### config.mk
export PLATFORM = sky130hd
export DESIGN_NAME = pipe_stage_reg
export DESIGN_NICKNAME = d
export VERILOG_FILES = /design/src/rtl/pipe_pkg.sv /design/src/rtl/pipe_sat_counter.sv /design/src/rtl/pipe_stage_reg.sv
export SDC_FILE = /design/constraint.sdc
export NUM_CORES = 1
export LEC_CHECK = 0
export ABC_AREA = 1
export BUFFER_PORTS_ARGS = -buffer_cell sky130_fd_sc_hd__buf_4
export CAP_MARGIN = 20
export CORE_MARGIN = 4
export CORE_UTILIZATION = 60
export CTS_CLUSTER_DIAMETER = 80
export CTS_CLUSTER_SIZE = 25
export DETAILED_ROUTE_END_ITERATION = 8
export PLACE_DENSITY = 0.83
export SLEW_MARGIN = 20
export SYNTH_ARGS = -nofsm -noshare
export SYNTH_HDL_FRONTEND = slang
export SYNTH_SLANG_ARGS = --single-unit
export TNS_END_PERCENT = 1
### constraint.sdc
create_clock -name clk -period 2.69 [get_ports clk]
set_input_delay 0.269 -clock clk [delete_from_list [all_inputs] [get_ports clk]]
set_output_delay 0.269 -clock clk [all_outputs]
set_load 0.005 [all_outputs]
### src/rtl/pipe_pkg.sv
// Shared types and constants for the elastic pipeline stage register.
// The state enum is shared so sibling stages and benches agree on the encoding.
package pipe_pkg;

    typedef enum logic [1:0] {
        EMPTY = 2'd0,
        BUSY  = 2'd1,
        FULL  = 2'd2
    } pipe_state_e;

    localparam int unsigned PERF_CNT_W = 32;

    // EX/MEM control bit positions
    localparam int unsigned CTRL_MEM_TO_REG = 0;
    localparam int unsigned CTRL_MEM_WRITE  = 1;

endpackage

### src/rtl/pipe_sat_counter.sv
// Enabled up-counter that sticks at all-ones; async active-low reset.
module pipe_sat_counter #(
    parameter int unsigned WIDTH = 32
) (
    input  logic             clk,
    input  logic             rst_n,
    input  logic             en,
    output logic [WIDTH-1:0] count
);

    always_ff @(posedge clk or negedge rst_n) begin
        if (!rst_n) begin
            count <= '0;
        end else if (en && (count != {WIDTH{1'b1}})) begin
            count <= count + 1'b1;
        end
    end

endmodule

### src/rtl/pipe_stage_reg.sv
// Elastic pipeline register with a two-entry skid buffer and registered in_ready.
// Define PIPE_STAGE_PERF_EN to add the stall/bubble performance counters.
module pipe_stage_reg
    import pipe_pkg::*;
#(
    parameter int unsigned DATA_W = 32,
    parameter int unsigned PC_W   = 16,
    parameter int unsigned CTRL_W = 2
) (
    input  logic              clk,
    input  logic              rst_n,
    input  logic              flush,
    input  logic              in_valid,
    output logic              in_ready,
    input  logic [CTRL_W-1:0] in_ctrl,
    input  logic [PC_W-1:0]   in_pc,
    input  logic [DATA_W-1:0] in_rd2,
    input  logic [DATA_W-1:0] in_alu,
    output logic              out_valid,
    input  logic              out_ready,
    output logic [CTRL_W-1:0] out_ctrl,
    output logic [PC_W-1:0]   out_pc,
    output logic [DATA_W-1:0] out_rd2,
    output logic [DATA_W-1:0] out_alu
`ifdef PIPE_STAGE_PERF_EN
   ,output logic [PERF_CNT_W-1:0] stall_cycles,
    output logic [PERF_CNT_W-1:0] bubble_cycles
`endif
);

    localparam int unsigned PAY_W = CTRL_W + PC_W + 2 * DATA_W;

    pipe_state_e      state_q, state_d;
    logic [PAY_W-1:0] main_q, main_d;
    logic [PAY_W-1:0] skid_q, skid_d;
    logic [PAY_W-1:0] in_pay;
    logic             in_ready_q;
    logic [CTRL_W-1:0] main_ctrl;
    logic             accept;
    logic             fire;

    assign in_pay = {in_ctrl, in_pc, in_rd2, in_alu};
    assign accept = in_valid & in_ready_q;
    assign fire   = out_valid & out_ready;

    always_comb begin
        state_d = state_q;
        main_d  = main_q;
        skid_d  = skid_q;
        case (state_q)
            EMPTY: begin
                if (accept) begin
                    state_d = BUSY;
                    main_d  = in_pay;
                end
            end
            BUSY: begin
                if (accept && fire) begin
                    main_d = in_pay;
                end else if (accept) begin
                    state_d = FULL;
                    skid_d  = in_pay;
                end else if (fire) begin
                    state_d = EMPTY;
                end
            end
            FULL: begin
                if (fire) begin
                    state_d = BUSY;
                    main_d  = skid_q;
                end
            end
            default: state_d = EMPTY;
        endcase
        // Flush wins: drop any accept and leave the outputs showing the old payload.
        if (flush) begin
            state_d = EMPTY;
            main_d  = main_q;
            skid_d  = skid_q;
        end
    end

    always_ff @(posedge clk or negedge rst_n) begin
        if (!rst_n) begin
            state_q    <= EMPTY;
            main_q     <= '0;
            skid_q     <= '0;
            in_ready_q <= 1'b0;
        end else begin
            state_q    <= state_d;
            main_q     <= main_d;
            skid_q     <= skid_d;
            in_ready_q <= (state_d != FULL);
        end
    end

    assign in_ready  = in_ready_q;
    assign out_valid = (state_q != EMPTY);
    assign {main_ctrl, out_pc, out_rd2, out_alu} = main_q;
    // Bubbles must never carry live write enables downstream.
    assign out_ctrl = main_ctrl & {CTRL_W{out_valid}};

`ifdef PIPE_STAGE_PERF_EN
    pipe_sat_counter #(
        .WIDTH(PERF_CNT_W)
    ) u_stall_cnt (
        .clk  (clk),
        .rst_n(rst_n),
        .en   (out_valid & ~out_ready),
        .count(stall_cycles)
    );

    pipe_sat_counter #(
        .WIDTH(PERF_CNT_W)
    ) u_bubble_cnt (
        .clk  (clk),
        .rst_n(rst_n),
        .en   (~out_valid),
        .count(bubble_cycles)
    );
`endif

endmodule

==> out/summary.txt, run 1 <==
IO Port Bufs = 170
Final-layout fill cell count = 1100
Max clock buf depth = 2
Die Ht = 127 µm
Vias in the first global route = 6832
Layout area overhead = 15.4%
Final design utilization = 70.8%
CP Launch Type = register
Share of cells above drive strength 1 = 19.4%
TritonCTS clock tree = built
Max IR drop VDD = 0.414 mV
Vias per Instance = 5.46
Effective utilization at floorplan = 61.4%
Io pins = 171
Post-synthesis register bit count = 167
Post-route setup TNS = 0 ns
Crit path top cell by count = buf_4
Post-Place Cells = 1303
Max-cap violations = 0
Slew HR = 36.4%
Global-route wire length before repair = 33300 µm
Pins Over Slew Limit = 0
Worst hold stages = 2
Max H-tree Level = 4
Clock Tree Root = clkbuf_16
WL/cell = 15.3 µm
DR iter-0 viols = 891
GPL Wtd Cong = 0.848
Global Route Usage Sum = 25.4%
Commonest non-fill, non-tap cell in the layout = nand2_1
DRT Pass-1 Iters = 5
Max frequency = 415 MHz
Mapped Avg Cell Area = 7.76 µm²
Cell Chain, Critical Path = buf_4 > inv_1 > nand2_1 > buf_4
Post-Route Skew = 0.00510 ns
Crit share post-route = 89.5%
HPWL after DPL = 12200 µm
Syn Inst Count = 1098
Core ar. = 13900 µm²
Distinct cells, synth = 19
Post-layout net count = 1230
Final Hold Vio Count = 0
Cell count of the worst reg-to-reg path = 5
Core Rows = 43
Tot Pwr = 7.36 mW
Syn nets = 1185
WP data required = 2.42 ns
Clock Sinks = 167
Non-Filler Instances = 1336
Synthesized area = 8520 µm²
Final min period = 2.41 ns
Slew @ Worst Pin = 0.953 ns
PD cells = 749 nW/µm²
Status = finished, final reports clean
Commonest non-fill, non-tap cells in the layout = nand2_1 (416), buf_4 (178), dfrtp_1 (166)
Max incr delay on CP = 0.63 ns
Tightest Hold Check Type = in2reg
CTS clk-pin slew, worst paths = 0.06 ns
CP Class = reg2out
Remaining global-route overflow = 0
Sequential share of the synthesized area = 49.1%
Warnings, synthesis = 0
Lkg Pwr = 5.53 nW
Critical Path Fanout Max = 61
Die area = 16200 µm²
Die X = 127 µm
Setup crit end kind = output pin
Routed via count = 7292
Critical Path AT = 2.14 ns
CP max stage cell = dfrtp_4
Initial antenna violation count = 0
Pin count of the biggest net entering global routing = 83
Setup violators final = 0
Antenna Nets Post-Route = 0
Clock network latency to the later pin of the worst-skew pair = 0.42 ns
# DRC = 0
Drt total wl = 20400 µm
Diodes inserted = 0
Unrepaired setup endpoints after global routing = false
Cells resized by post-CTS repair = 0
Cts bufs inserted = 17
-- logic make-up (layout without fill, tap and decap cells) --
group                  Yosys count  count (layout)  synth area share, %
and+or+nand+nor                597             597                 30.3
buffers and inverters          250             308                 15.6
DFF                            167             167                 49.1
AOI/OAI and AO/OA               84              84                 4.97
-- where the power goes --
group | leakage, nW | switching, mW | internal, mW
clock | 0.283 | 0.950 | 1.40
combinational | 3.16 | 0.797 | 0.745
sequential | 2.09 | 0.358 | 3.11
total | 5.53 | 2.11 | 5.26
-- metrics by stage --
step           setup WS (ns)  hold slack, ns  instance area, µm²
3_3_place_gp           0.757           0.307                9250
3_5_place_dp           0.703           0.308                9250
2_1_floorplan           1.37         -0.0266                8520
6_report               0.282          0.0239                9830
4_1_cts                0.285         0.00606                9830
5_1_grt                0.138          0.0153                9830
-- synth_stat cells --
cell type / n / share of area, %
clkbuf_1: 7 / 0.31
o21ai_1: 82 / 4.8
nand2_1: 419 / 18
a22oi_1: 1 / 0.088
nor2_2: 1 / 0.074
buf_4: 80 / 7.1
inv_1: 88 / 3.9
a21oi_1: 1 / 0.059
clkbuf_2: 1 / 0.059
buf_2: 68 / 4.0
buf_1: 3 / 0.13
inv_2: 2 / 0.088
dfrtp_1: 167 / 49
buf_6: 1 / 0.13
nand4_4: 1 / 0.25
nand3_1: 85 / 5.0
nor2_1: 7 / 0.31
nor2_4: 1 / 0.13
nand4_1: 83 / 6.1
-- worst max-delay path, delay by kind of cell, from the launching register on --
family / cells / cell delay [ns]
buffers and inverters: 3 / 0.93
flip-flops: 1 / 0.63
AND/OR/NAND/NOR: 1 / 0.12
-- registers in the layout, summed over array words and instances, names as in the netlist --
register	cells
main_q	82
skid_q	82
state_q	2
in_ready	1
-- metal layers --
layer | global-route usage [%] | wire length (µm) | share of wire (%) | vias up
met3 | 6.10 | 1570 | 7.7 | 45
met1 | 34.4 | 8620 | 42 | 3416
met4 | 12.3 | 608 | 3.0 | 0
met2 | 38.9 | 9620 | 47 | 317
li1 | - | - | - | 3514
met5 | 0 | 0 | 0 | -
-- timing repair --
action / CTS / global route
endpoints found under the setup margin: 0 / 0
hold buffers: 1 / 0
endpoints found under the hold margin: 61 / 0
buffers inserted: 0 / 0
-- final timing paths --
| check | from | slack [ns] | endpoint |
|---|---|---|---|
| max in group asynchronous | rst_n | 1.57 | main_q[69] |
| min reg2reg | main_q[27] | 0.47 | main_q[27] |
| min in group asynchronous | rst_n | 0.40 | main_q[27] |
| max reg2reg | state_q[1] | 0.63 | main_q[22] |
| max | state_q[1] | 0.28 | out_valid |
| min | flush | 0.02 | state_q[1] |
-- cell type report --
cell class                      count  area [µm²]  share of cell area, %
Sequential cell                   167        4180                   42.6
Clock buffer                       22         464                   4.72
Timing Repair Buffer              186        1480                   15.0
Clock inverter                     10         103                   1.04
Tap cell                          180         225                   2.29
Multi-Input combinational cell    681        3040                   30.9
Inverter                           90         338                   3.44
Power figures use the tool's default switching activity.
==> inputs of run 2 (changes only) <==
--- a/config.mk
+++ b/config.mk
@@ -13,6 +13,7 @@
 export CTS_CLUSTER_DIAMETER = 80
 export CTS_CLUSTER_SIZE = 25
 export DETAILED_ROUTE_END_ITERATION = 8
+export MAX_ROUTING_LAYER = met4
 export PLACE_DENSITY = 0.83
 export SLEW_MARGIN = 20
 export SYNTH_ARGS = -nofsm -noshare
==> out/summary.txt, run 2 (synthesis results as in run 1) <==
Critical Path Fanout Max = 61 (unchanged)
Slew HR = 38.3% (+1.8 points)
Cell count of the worst reg-to-reg path = 5 (unchanged)
WP data required = 2.42 ns (about the same)
Layout area overhead = 15.4% (unchanged)
Worst path bufs/invs = 3 (unchanged)
Share of cells above drive strength 1 = 19.4% (unchanged)
Post-route setup TNS = 0 ns (unchanged)
Slew @ Worst Pin = 0.926 ns (-0.0276 ns)
Diodes inserted = 0 (unchanged)
Crit path launch = state_q[1]
CP top delay family = buffers and inverters
Final min period = 2.41 ns (-0.00207 ns)
Vias per Instance = 5.44 (-0.32%)
Status = finished, final reports clean
Drt total wl = 20500 µm (+0.17%)
Critical path depth = 4 (unchanged)
Final hold slack = 0.0251 ns (+0.00118 ns)
Hold Crit Start = flush
Reg-to-reg setup timing slack = 0.64 ns (about the same)
Final Hold Vio Count = 0 (unchanged)
PD cells = 750 nW/µm² (about the same)
Critical Path AT = 2.14 ns (about the same)
Worst Hold End = state_q[1]
Post-Route Skew = 0.00545 ns (+0.000351 ns)
Effective utilization at floorplan = 61.4% (unchanged)
Routed via count = 7269 (-0.32%)
Global Route Usage Sum = 26.3% (+0.82 points)
Max IR drop VDD = 0.416 mV (+0.49%)
Vias in the first global route = 6814 (-0.26%)
Crit share post-route = 89.5% (about the same)
Clock Sinks = 167 (unchanged)
CP Class = reg2out
Max frequency = 416 MHz (about the same)
Cts bufs inserted = 17 (unchanged)
Post-layout net count = 1230 (unchanged)
Clock network latency to the later pin of the worst-skew pair = 0.42 ns (about the same)
HPWL after DPL = 12200 µm (unchanged)
Unrepaired setup endpoints after global routing = false
Commonest non-fill, non-tap cells in the layout = nand2_1 (416), buf_4 (178), dfrtp_1 (166)
Post-DP Area = 9250 µm² (unchanged)
Max clock buf depth = 2 (unchanged)
Worst hold stages = 2 (unchanged)
Tightest Hold Check Type = in2reg
Regs by FF count = main_q x82, skid_q x82, state_q x2
Pins Over Slew Limit = 0 (unchanged)
Clock Tree Root = clkbuf_16
Reg2reg end = main_q[33]
Cells resized by post-CTS repair = 0 (unchanged)
Global-route wire length before repair = 33400 µm (about the same)
Cell Chain, Critical Path = buf_4 > inv_1 > nand2_1 > buf_4
Max H-tree Level = 4 (unchanged)
GPL Wtd Cong = 0.862 (+1.6%)
IO Port Bufs = 170 (unchanged)
# DRC = 0 (unchanged)
Lkg Pwr = 5.53 nW (unchanged)
Fin area = 9830 µm² (unchanged)
CP Launch Type = register
Remaining global-route overflow = 0 (unchanged)
Crit path top cell by count = buf_4
Commonest non-fill, non-tap cell in the layout = nand2_1
CP max stage cell = dfrtp_4
DR iter-0 viols = 951 (+6.7%)
WL/cell = 15.3 µm (+0.17%)
Worst r2r src = state_q[1]
Setup violators final = 0 (unchanged)
Tot Pwr = 7.37 mW (about the same)
Die area = 16200 µm² (unchanged)
Setup crit end kind = output pin
Pin count of the biggest net entering global routing = 83 (unchanged)
Antenna Nets Post-Route = 0 (unchanged)
Core ar. = 13900 µm² (unchanged)
Die Ht = 127 µm (unchanged)
Core Rows = 43 (unchanged)
Max-cap violations = 0 (unchanged)
Initial antenna violation count = 0 (unchanged)
Io pins = 171 (unchanged)
DRT Pass-1 Iters = 5 (unchanged)
Max incr delay on CP = 0.63 ns (about the same)
Die X = 127 µm (unchanged)
CTS clk-pin slew, worst paths = 0.06 ns (about the same)
TritonCTS clock tree = built
-- run 2: cell counts in the layout (fill, tap and decap cells not counted) --
Identical to the previous run, type by type.
-- run 2: worst register-to-register path, cell delays in order (launching register included) --
cell and delay, ns:
dfrtp_4 0.63, nor2_1 0.17, nand2_4 0.10, buf_4 0.71, nand4_1 0.26, nand2_1 0.11
-- run 2: worst max-delay path by stage --
stage and end:
2_1_floorplan main_q[0], 3_3_place_gp main_q[28], 3_5_place_dp main_q[6], 4_1_cts out_valid, 5_1_grt out_valid, 6_report out_valid
-- run 2: repair_timing --
action	CTS	global route
setup buffers	0	0
endpoints found under the hold margin	61	0
hold buffers	1	0
-- run 2: layout make-up --
cell class	count	area, µm²
Clock inverter	10	103
Fill cell	1100	4060
Tap cell	180	225
Inverter	90	338
Timing Repair Buffer	186	1480
Multi-Input combinational cell	681	3040
Sequential cell	167	4180
Clock buffer	22	464
-- run 2: per-stage QoR --
stage	utilization [%]	setup slack [ns]	cells
finish	70.8	0.284	1336
global route	70.8	0.140	1336
CTS	70.8	0.285	1336
detailed placement	66.6	0.703	1303
global placement	66.6	0.757	1303
floorplan	-	1.37	1098
-- run 2: power breakdown --
part	total, mW	internal (mW)	switching (mW)
Sequential	3.47	3.11	0.359
Clock	2.36	1.40	0.953
Combinational	1.54	0.745	0.796
Total	7.37	5.26	2.11
-- run 2: routing by layer --
metal	GRT usage [%]	wire length, µm	vias up
met5	-	0	-
met4	12.3	704	0
met3	6.06	1550	56
met2	38.7	9570	301
met1	34.8	8630	3398
li1	-	-	3514
